## src/rtl/jk_cmd_sequencer_if.sv

```systemverilog
// rtl/jk_cmd_sequencer_if.sv - command handshake and JK flop-bank signal bundle
//
// Ports (signals):
//   CMD_VALID/CMD_READY     command handshake
//   CMD_OP/MASK/REPEAT      command payload: {J,K} code, bit mask, repeat count
//   J, K                    drive to the flop bank
//   Q_IN                    Q fed back from the flop bank
//   EXPECTED, BUSY, MISMATCH  sequencer status
// master: command source and flop bank side; slave: the sequencer.
interface jk_cmd_sequencer_if #(
    parameter int WIDTH = 4,
    parameter int CNT_W = 4
);
    logic             CMD_VALID;
    logic             CMD_READY;
    logic [1:0]       CMD_OP;
    logic [WIDTH-1:0] CMD_MASK;
    logic [CNT_W-1:0] CMD_REPEAT;
    logic [WIDTH-1:0] J;
    logic [WIDTH-1:0] K;
    logic [WIDTH-1:0] Q_IN;
    logic [WIDTH-1:0] EXPECTED;
    logic             BUSY;
    logic             MISMATCH;

    modport master (
        output CMD_VALID, CMD_OP, CMD_MASK, CMD_REPEAT, Q_IN,
        input  CMD_READY, J, K, EXPECTED, BUSY, MISMATCH
    );

    modport slave (
        input  CMD_VALID, CMD_OP, CMD_MASK, CMD_REPEAT, Q_IN,
        output CMD_READY, J, K, EXPECTED, BUSY, MISMATCH
    );
endinterface

```

## src/rtl/jk_cmd_sequencer.sv

```systemverilog
// rtl/jk_cmd_sequencer.sv - FIFO-fed JK command sequencer with flop-bank model and Q check
//
// Ports:
//   CLK    rising-edge clock
//   RESET  synchronous active-high reset (shared with the downstream flop bank)
//   bus    jk_cmd_sequencer_if.slave: command handshake, J/K drive, Q feedback, status
module jk_cmd_sequencer #(
    parameter int WIDTH = 4,
    parameter int DEPTH = 4,
    parameter int CNT_W = 4
) (
    input  logic                 CLK,
    input  logic                 RESET,
    jk_cmd_sequencer_if.slave    bus
);
    localparam int AW = $clog2(DEPTH);

    typedef enum logic [1:0] {IDLE, ISSUE, CHECK} state_t;

    state_t           state_q, state_d;
    logic [WIDTH-1:0] j_q, j_d, k_q, k_d;
    logic [WIDTH-1:0] exp_q, exp_d;
    logic [CNT_W-1:0] cnt_q, cnt_d;
    logic             mis_q, mis_d;

    logic [1:0]       op_mem   [DEPTH];
    logic [WIDTH-1:0] mask_mem [DEPTH];
    logic [CNT_W-1:0] rep_mem  [DEPTH];
    logic [AW:0]      wr_ptr, rd_ptr;
    logic             full, empty, push, pop;

    // Extra pointer MSB distinguishes full from empty when the index bits match.
    assign empty = (wr_ptr == rd_ptr);
    assign full  = (wr_ptr[AW] != rd_ptr[AW]) && (wr_ptr[AW-1:0] == rd_ptr[AW-1:0]);
    assign push  = bus.CMD_VALID && !full;

    assign bus.CMD_READY = !full;
    assign bus.J         = j_q;
    assign bus.K         = k_q;
    assign bus.EXPECTED  = exp_q;
    assign bus.MISMATCH  = mis_q;
    assign bus.BUSY      = (state_q != IDLE) || !empty;

    always_comb begin
        state_d = state_q;
        j_d     = j_q;
        k_d     = k_q;
        cnt_d   = cnt_q;
        exp_d   = exp_q;
        mis_d   = mis_q;
        pop     = 1'b0;
        case (state_q)
            IDLE: begin
                // empty reflects pointers before this edge, so a command
                // pushed now is not visible until the next edge.
                if (!empty) begin
                    pop     = 1'b1;
                    j_d     = mask_mem[rd_ptr[AW-1:0]] & {WIDTH{op_mem[rd_ptr[AW-1:0]][1]}};
                    k_d     = mask_mem[rd_ptr[AW-1:0]] & {WIDTH{op_mem[rd_ptr[AW-1:0]][0]}};
                    cnt_d   = rep_mem[rd_ptr[AW-1:0]];
                    state_d = ISSUE;
                end
            end
            ISSUE: begin
                // Same update the flop bank performs on this edge.
                exp_d = (j_q & ~exp_q) | (~k_q & exp_q);
                if (cnt_q == '0) begin
                    j_d     = '0;
                    k_d     = '0;
                    state_d = CHECK;
                end else begin
                    cnt_d = cnt_q - 1'b1;
                end
            end
            CHECK: begin
                if (bus.Q_IN != exp_q) begin
                    mis_d = 1'b1;
                end
                state_d = IDLE;
            end
            default: state_d = IDLE;
        endcase
    end

    always_ff @(posedge CLK) begin
        if (RESET) begin
            state_q <= IDLE;
            j_q     <= '0;
            k_q     <= '0;
            cnt_q   <= '0;
            exp_q   <= '0;
            mis_q   <= 1'b0;
            wr_ptr  <= '0;
            rd_ptr  <= '0;
        end else begin
            state_q <= state_d;
            j_q     <= j_d;
            k_q     <= k_d;
            cnt_q   <= cnt_d;
            exp_q   <= exp_d;
            mis_q   <= mis_d;
            if (push) begin
                wr_ptr <= wr_ptr + 1'b1;
            end
            if (pop) begin
                rd_ptr <= rd_ptr + 1'b1;
            end
        end
    end

    always_ff @(posedge CLK) begin
        if (!RESET && push) begin
            op_mem[wr_ptr[AW-1:0]]   <= bus.CMD_OP;
            mask_mem[wr_ptr[AW-1:0]] <= bus.CMD_MASK;
            rep_mem[wr_ptr[AW-1:0]]  <= bus.CMD_REPEAT;
        end
    end
endmodule

```

## src/flat_wrapper.sv

```systemverilog
// flat-port wrapper written by rule: the top's interface ports become plain ports
module jk_cmd_sequencer_flat 
#(
    parameter int WIDTH = 4,
    parameter int DEPTH = 4,
    parameter int CNT_W = 4
)
  (CLK, RESET, bus_CMD_VALID, bus_CMD_OP, bus_CMD_MASK, bus_CMD_REPEAT, bus_Q_IN, bus_CMD_READY, bus_J, bus_K, bus_EXPECTED, bus_BUSY, bus_MISMATCH);
  jk_cmd_sequencer_if #(.WIDTH(WIDTH), .CNT_W(CNT_W)) bus_i ();
  input  logic CLK;
  input  logic RESET;
  input wire logic [$bits(bus_i.CMD_VALID)-1:0] bus_CMD_VALID;
  input wire logic [$bits(bus_i.CMD_OP)-1:0] bus_CMD_OP;
  input wire logic [$bits(bus_i.CMD_MASK)-1:0] bus_CMD_MASK;
  input wire logic [$bits(bus_i.CMD_REPEAT)-1:0] bus_CMD_REPEAT;
  input wire logic [$bits(bus_i.Q_IN)-1:0] bus_Q_IN;
  output wire logic [$bits(bus_i.CMD_READY)-1:0] bus_CMD_READY;
  output wire logic [$bits(bus_i.J)-1:0] bus_J;
  output wire logic [$bits(bus_i.K)-1:0] bus_K;
  output wire logic [$bits(bus_i.EXPECTED)-1:0] bus_EXPECTED;
  output wire logic [$bits(bus_i.BUSY)-1:0] bus_BUSY;
  output wire logic [$bits(bus_i.MISMATCH)-1:0] bus_MISMATCH;
  assign bus_i.CMD_VALID = bus_CMD_VALID;
  assign bus_i.CMD_OP = bus_CMD_OP;
  assign bus_i.CMD_MASK = bus_CMD_MASK;
  assign bus_i.CMD_REPEAT = bus_CMD_REPEAT;
  assign bus_i.Q_IN = bus_Q_IN;
  assign bus_CMD_READY = bus_i.CMD_READY;
  assign bus_J = bus_i.J;
  assign bus_K = bus_i.K;
  assign bus_EXPECTED = bus_i.EXPECTED;
  assign bus_BUSY = bus_i.BUSY;
  assign bus_MISMATCH = bus_i.MISMATCH;
  jk_cmd_sequencer #(.WIDTH(WIDTH), .DEPTH(DEPTH), .CNT_W(CNT_W)) u_core (.CLK(CLK), .RESET(RESET), .bus(bus_i));
endmodule
```

## config.mk

```make
export PLATFORM = sky130hd
export DESIGN_NAME = jk_cmd_sequencer_flat
export DESIGN_NICKNAME = d
export VERILOG_FILES = /design/src/rtl/jk_cmd_sequencer_if.sv /design/src/rtl/jk_cmd_sequencer.sv /design/src/flat_wrapper.sv
export SDC_FILE = /design/constraint.sdc
export NUM_CORES = 1
export LEC_CHECK = 0
export CAP_MARGIN = 20
export CORE_MARGIN = 2
export CORE_UTILIZATION = 40
export CTS_BUF_LIST = sky130_fd_sc_hd__clkbuf_4 sky130_fd_sc_hd__clkbuf_8
export DETAILED_ROUTE_END_ITERATION = 8
export PLACE_DENSITY = 0.64
export SLEW_MARGIN = 20
export SYNTH_ARGS = -nofsm -noshare
export SYNTH_HDL_FRONTEND = slang
export SYNTH_SLANG_ARGS = --single-unit
```

## constraint.sdc

```tcl
create_clock -name CLK -period 2.2 [get_ports CLK]
set_clock_uncertainty 0.05 [all_clocks]
set_input_delay 0.44 -clock CLK [delete_from_list [all_inputs] [get_ports CLK]]
set_output_delay 0.44 -clock CLK [all_outputs]
set_load 0.02 [all_outputs]
```

==> flow_metrics.py <==
metrics = {
    "run_status": {
        "status": "finished clean",
    },
    "clock_network": {
        "cts_made_buffers": 9,
        "numClockSinks": 67,
        "htreeDepth": 3,
        "root_buffer": "clkbuf_8",
        "clk_pin_slew_worst_paths_ns": 0.08,
        "clk_path_buf_depth": 2,
        "cts_tree": "yes",
        "insertion_delay_ns": 0.33,
    },
    "timing": {
        "finalCritPeriodShare": 0.944,
        "drv_slew": 0,
        "slew_headroom": 0.610,
        "fin_tns_setup_ns": 0,
        "rsz0062_at_grt": "false",
        "setup_violations": 0,
        "hold_violations": 0,
        "fmax_ghz": 0.482,
        "setup_ws_ns": 0.124,
        "min_period_ns": 2.08,
        "tightest_slew_ns": 0.580,
    },
    "synthesis": {
        "synth_commonest_cells": "edfxtp_1 (40), dfxtp_1 (27), nor2_1 (19), a21oi_1 (13)",
        "syn_avg_cell_area_sq_um": 13.7,
        "synth.top_cell.area_share": 0.416,
        "ys_types": 42,
        "synthesis.area_sq_um": 2890,
        "synth_top_area_cell": "edfxtp_1",
        "synth_edf_count": 40,
        "async_flop_share": 0,
        "synth_ff_type": "edfxtp_1",
        "netlist_instances": 210,
        "yosys-top-cells-area": "edfxtp_1 (42%), dfxtp_1 (19%), mux4_2 (6.2%)",
        "yosysMostFrequentCell": "edfxtp_1",
        "seq_area_frac_synth": 0.604,
        "synth_fp_nets": 233,
        "ys_ff_latch": 67,
        "synth_warnings": 0,
    },
    "power_and_ir_drop": {
        "p_leak_nw": 1.22,
        "p_total_mw": 3.91,
        "p_int_mw": 2.61,
        "switchingPower_mw": 1.29,
        "p_seq_frac": 0.416,
        "pwr-share-clk": 0.261,
        "ir_drop_mv": 0.449,
        "p_per_area_nw_per_um2": 1090,
        "power_frac_comb": 0.323,
        "sw_frac_of_total": 0.331,
    },
    "route": {
        "wire_per_inst_microns": 14.5,
        "drt-total-wl_mm": 5.16,
        "drc_errors": 0,
        "dr.pass1.iters": 4,
        "dr_total_vias": 1792,
        "vias_per_cell": 5.05,
        "first_iter_violations": 69,
        "drtAntennaViolNets": 0,
    },
    "critical_path": {
        "arrival_ns": 1.59,
        "cp_slowest_cell": "dfxtp_1",
        "cpPeakStageDelay_ns": 0.42,
        "cp_top_family": "flip-flops",
        "critPathMaxFanout": 3,
        "cp-start-kind": "flip-flop",
        "path_cells": "xnor2_1 > or3_1 > dlygate4sd2_1",
        "worstPathRequired_ns": 1.71,
        "path_class": "flip-flop to primary output",
        "end_kind": "primary output",
        "cp_num_buf_inv": 1,
    },
    "die": {
        "floorplan.initialDensity": 0.420,
        "die_x_microns": 88.9,
        "num_rows": 30,
        "fp.dieArea_sq_um": 7910,
        "coreArea_sq_um": 6870,
        "die_h_microns": 88.9,
        "pin_count": 32,
    },
    "layout": {
        "final_area_sq_um": 3590,
        "drive_above_1_share": 0.201,
        "fin_nets": 277,
        "diodes": 0,
        "layoutNonFillerInstCount": 355,
        "areaGrowthSynthToFinish_pct": 24.5,
    },
    "hold_path": {
        "hold_path.class": "flip-flop to flip-flop",
    },
    "grt": {
        "antenna_found_initial": 0,
        "first_global_vias": 1689,
        "grt_util_all_layers": 0.144,
        "grt_max_degree": 28,
        "grt_overflow": 0,
        "grt_pass1_wl_mm": 8.41,
    },
    "flow_run": {
        "drv_cap": 0,
    },
    "placement": {
        "portBuffers": 31,
        "dpl.cell_count": 338,
        "dp_hpwl_mm": 3.46,
        "place_area_sq_um": 3370,
        "place_congestion": 0.779,
        "pre_cts_slack_ns": 0.202,
    },
}
[per-stage QoR]
stage                     hold WS, ns  utilization
after floorplan                 0.381            -
after global placement          0.397        0.491
after detailed placement        0.414        0.491
after CTS                       0.430        0.523
after global routing            0.461        0.523
final                           0.420        0.523
[worst min-delay path: stages (launching register included)]
cell     delay (ns)
dfxtp_1        0.33
a31oi_1        0.04
nor2_1         0.07
[layout by cell type, fill, tap and decap left out, drive strengths merged, types with 3 or more instances in the layout]
cell type / n
edfxtp: 40
clkdlybuf4s50: 29
dfxtp: 27
nor2: 19
a21oi: 13
buf: 11
mux4: 10
clkbuf: 9
or3: 9
o21ai: 8
nand3: 8
inv: 8
xnor2: 6
ha: 6
xor2: 6
and2: 5
o311ai: 5
nand2: 4
o31ai: 4
nand2b: 3
nor3b: 3
nor4: 3
clkinv: 3
[final cells by class]
class	instances	area, sq um
repair buffers	42	453
clock buffers	9	124
multi-input cells	128	1050
clock inverters	7	76.3
flip-flops and latches	67	1750
inverters	6	22.5
fillers	590	3280
well taps	96	120
[kinds of logic after synthesis]
group / synth area share
flip-flops: 0.604
adder cells (fa/ha/maj): 0.0260
AO/OA/AOI/OAI: 0.0837
buffers and inverters: 0.0356
multiplexers: 0.0876
XOR/XNOR: 0.0442
AND/OR/NAND/NOR: 0.119
[power groups by stage]
stage	clock network, mW	logic [mW]	registers [mW]
after floorplan	0	0.871	1.65
after CTS	1.05	1.27	1.63
after global placement	0	1.26	1.65
final	1.02	1.26	1.63
after global routing	1.11	1.40	1.65
after detailed placement	0	1.27	1.65
[layer usage]
layer,global-route usage,routed length (microns),vias up
met5,0,0,-
met4,0.0570,53,0
met3,0.0452,261,8
met2,0.212,2330,39
met1,0.201,2520,861
li1,-,-,884
[registers in the layout (all words and copies together) (netlist names), named ones only]
register / flops
u_core.mask_mem: 16
u_core.rep_mem: 16
u_core.op_mem: 8
u_core.bus.EXPECTED: 4
u_core.bus.J: 4
u_core.bus.K: 4
u_core.cnt_q: 4
u_core.rd_ptr: 3
u_core.wr_ptr: 3
u_core.state_q: 2
u_core.bus.MISMATCH: 1
[worst paths after layout]
check | startpoint | endpoint | slack, ns | cells past startpoint
setup / recovery | u_core.wr_ptr[2]$_SDFFE_PP0P_ | bus_CMD_READY | 0.12 | 3
hold / removal | u_core.bus.MISMATCH$_SDFFE_PP0P_ | u_core.bus.MISMATCH$_SDFFE_PP0P_ | 0.42 | 2
setup reg to reg | u_core.cnt_q[0]$_SDFFE_PP0P_ | u_core.cnt_q[1]$_SDFFE_PP0P_ | 0.23 | 6
hold reg to reg | u_core.bus.MISMATCH$_SDFFE_PP0P_ | u_core.bus.MISMATCH$_SDFFE_PP0P_ | 0.42 | 2
[repair_timing]
item | CTS | global route
gates resized for setup | 6 | 0
buffers inserted | 1 | 0
setup endpoints to repair | 2 | 0
hold buffers | 0 | 0
No activity file was read; power rests on OpenSTA's default activity.
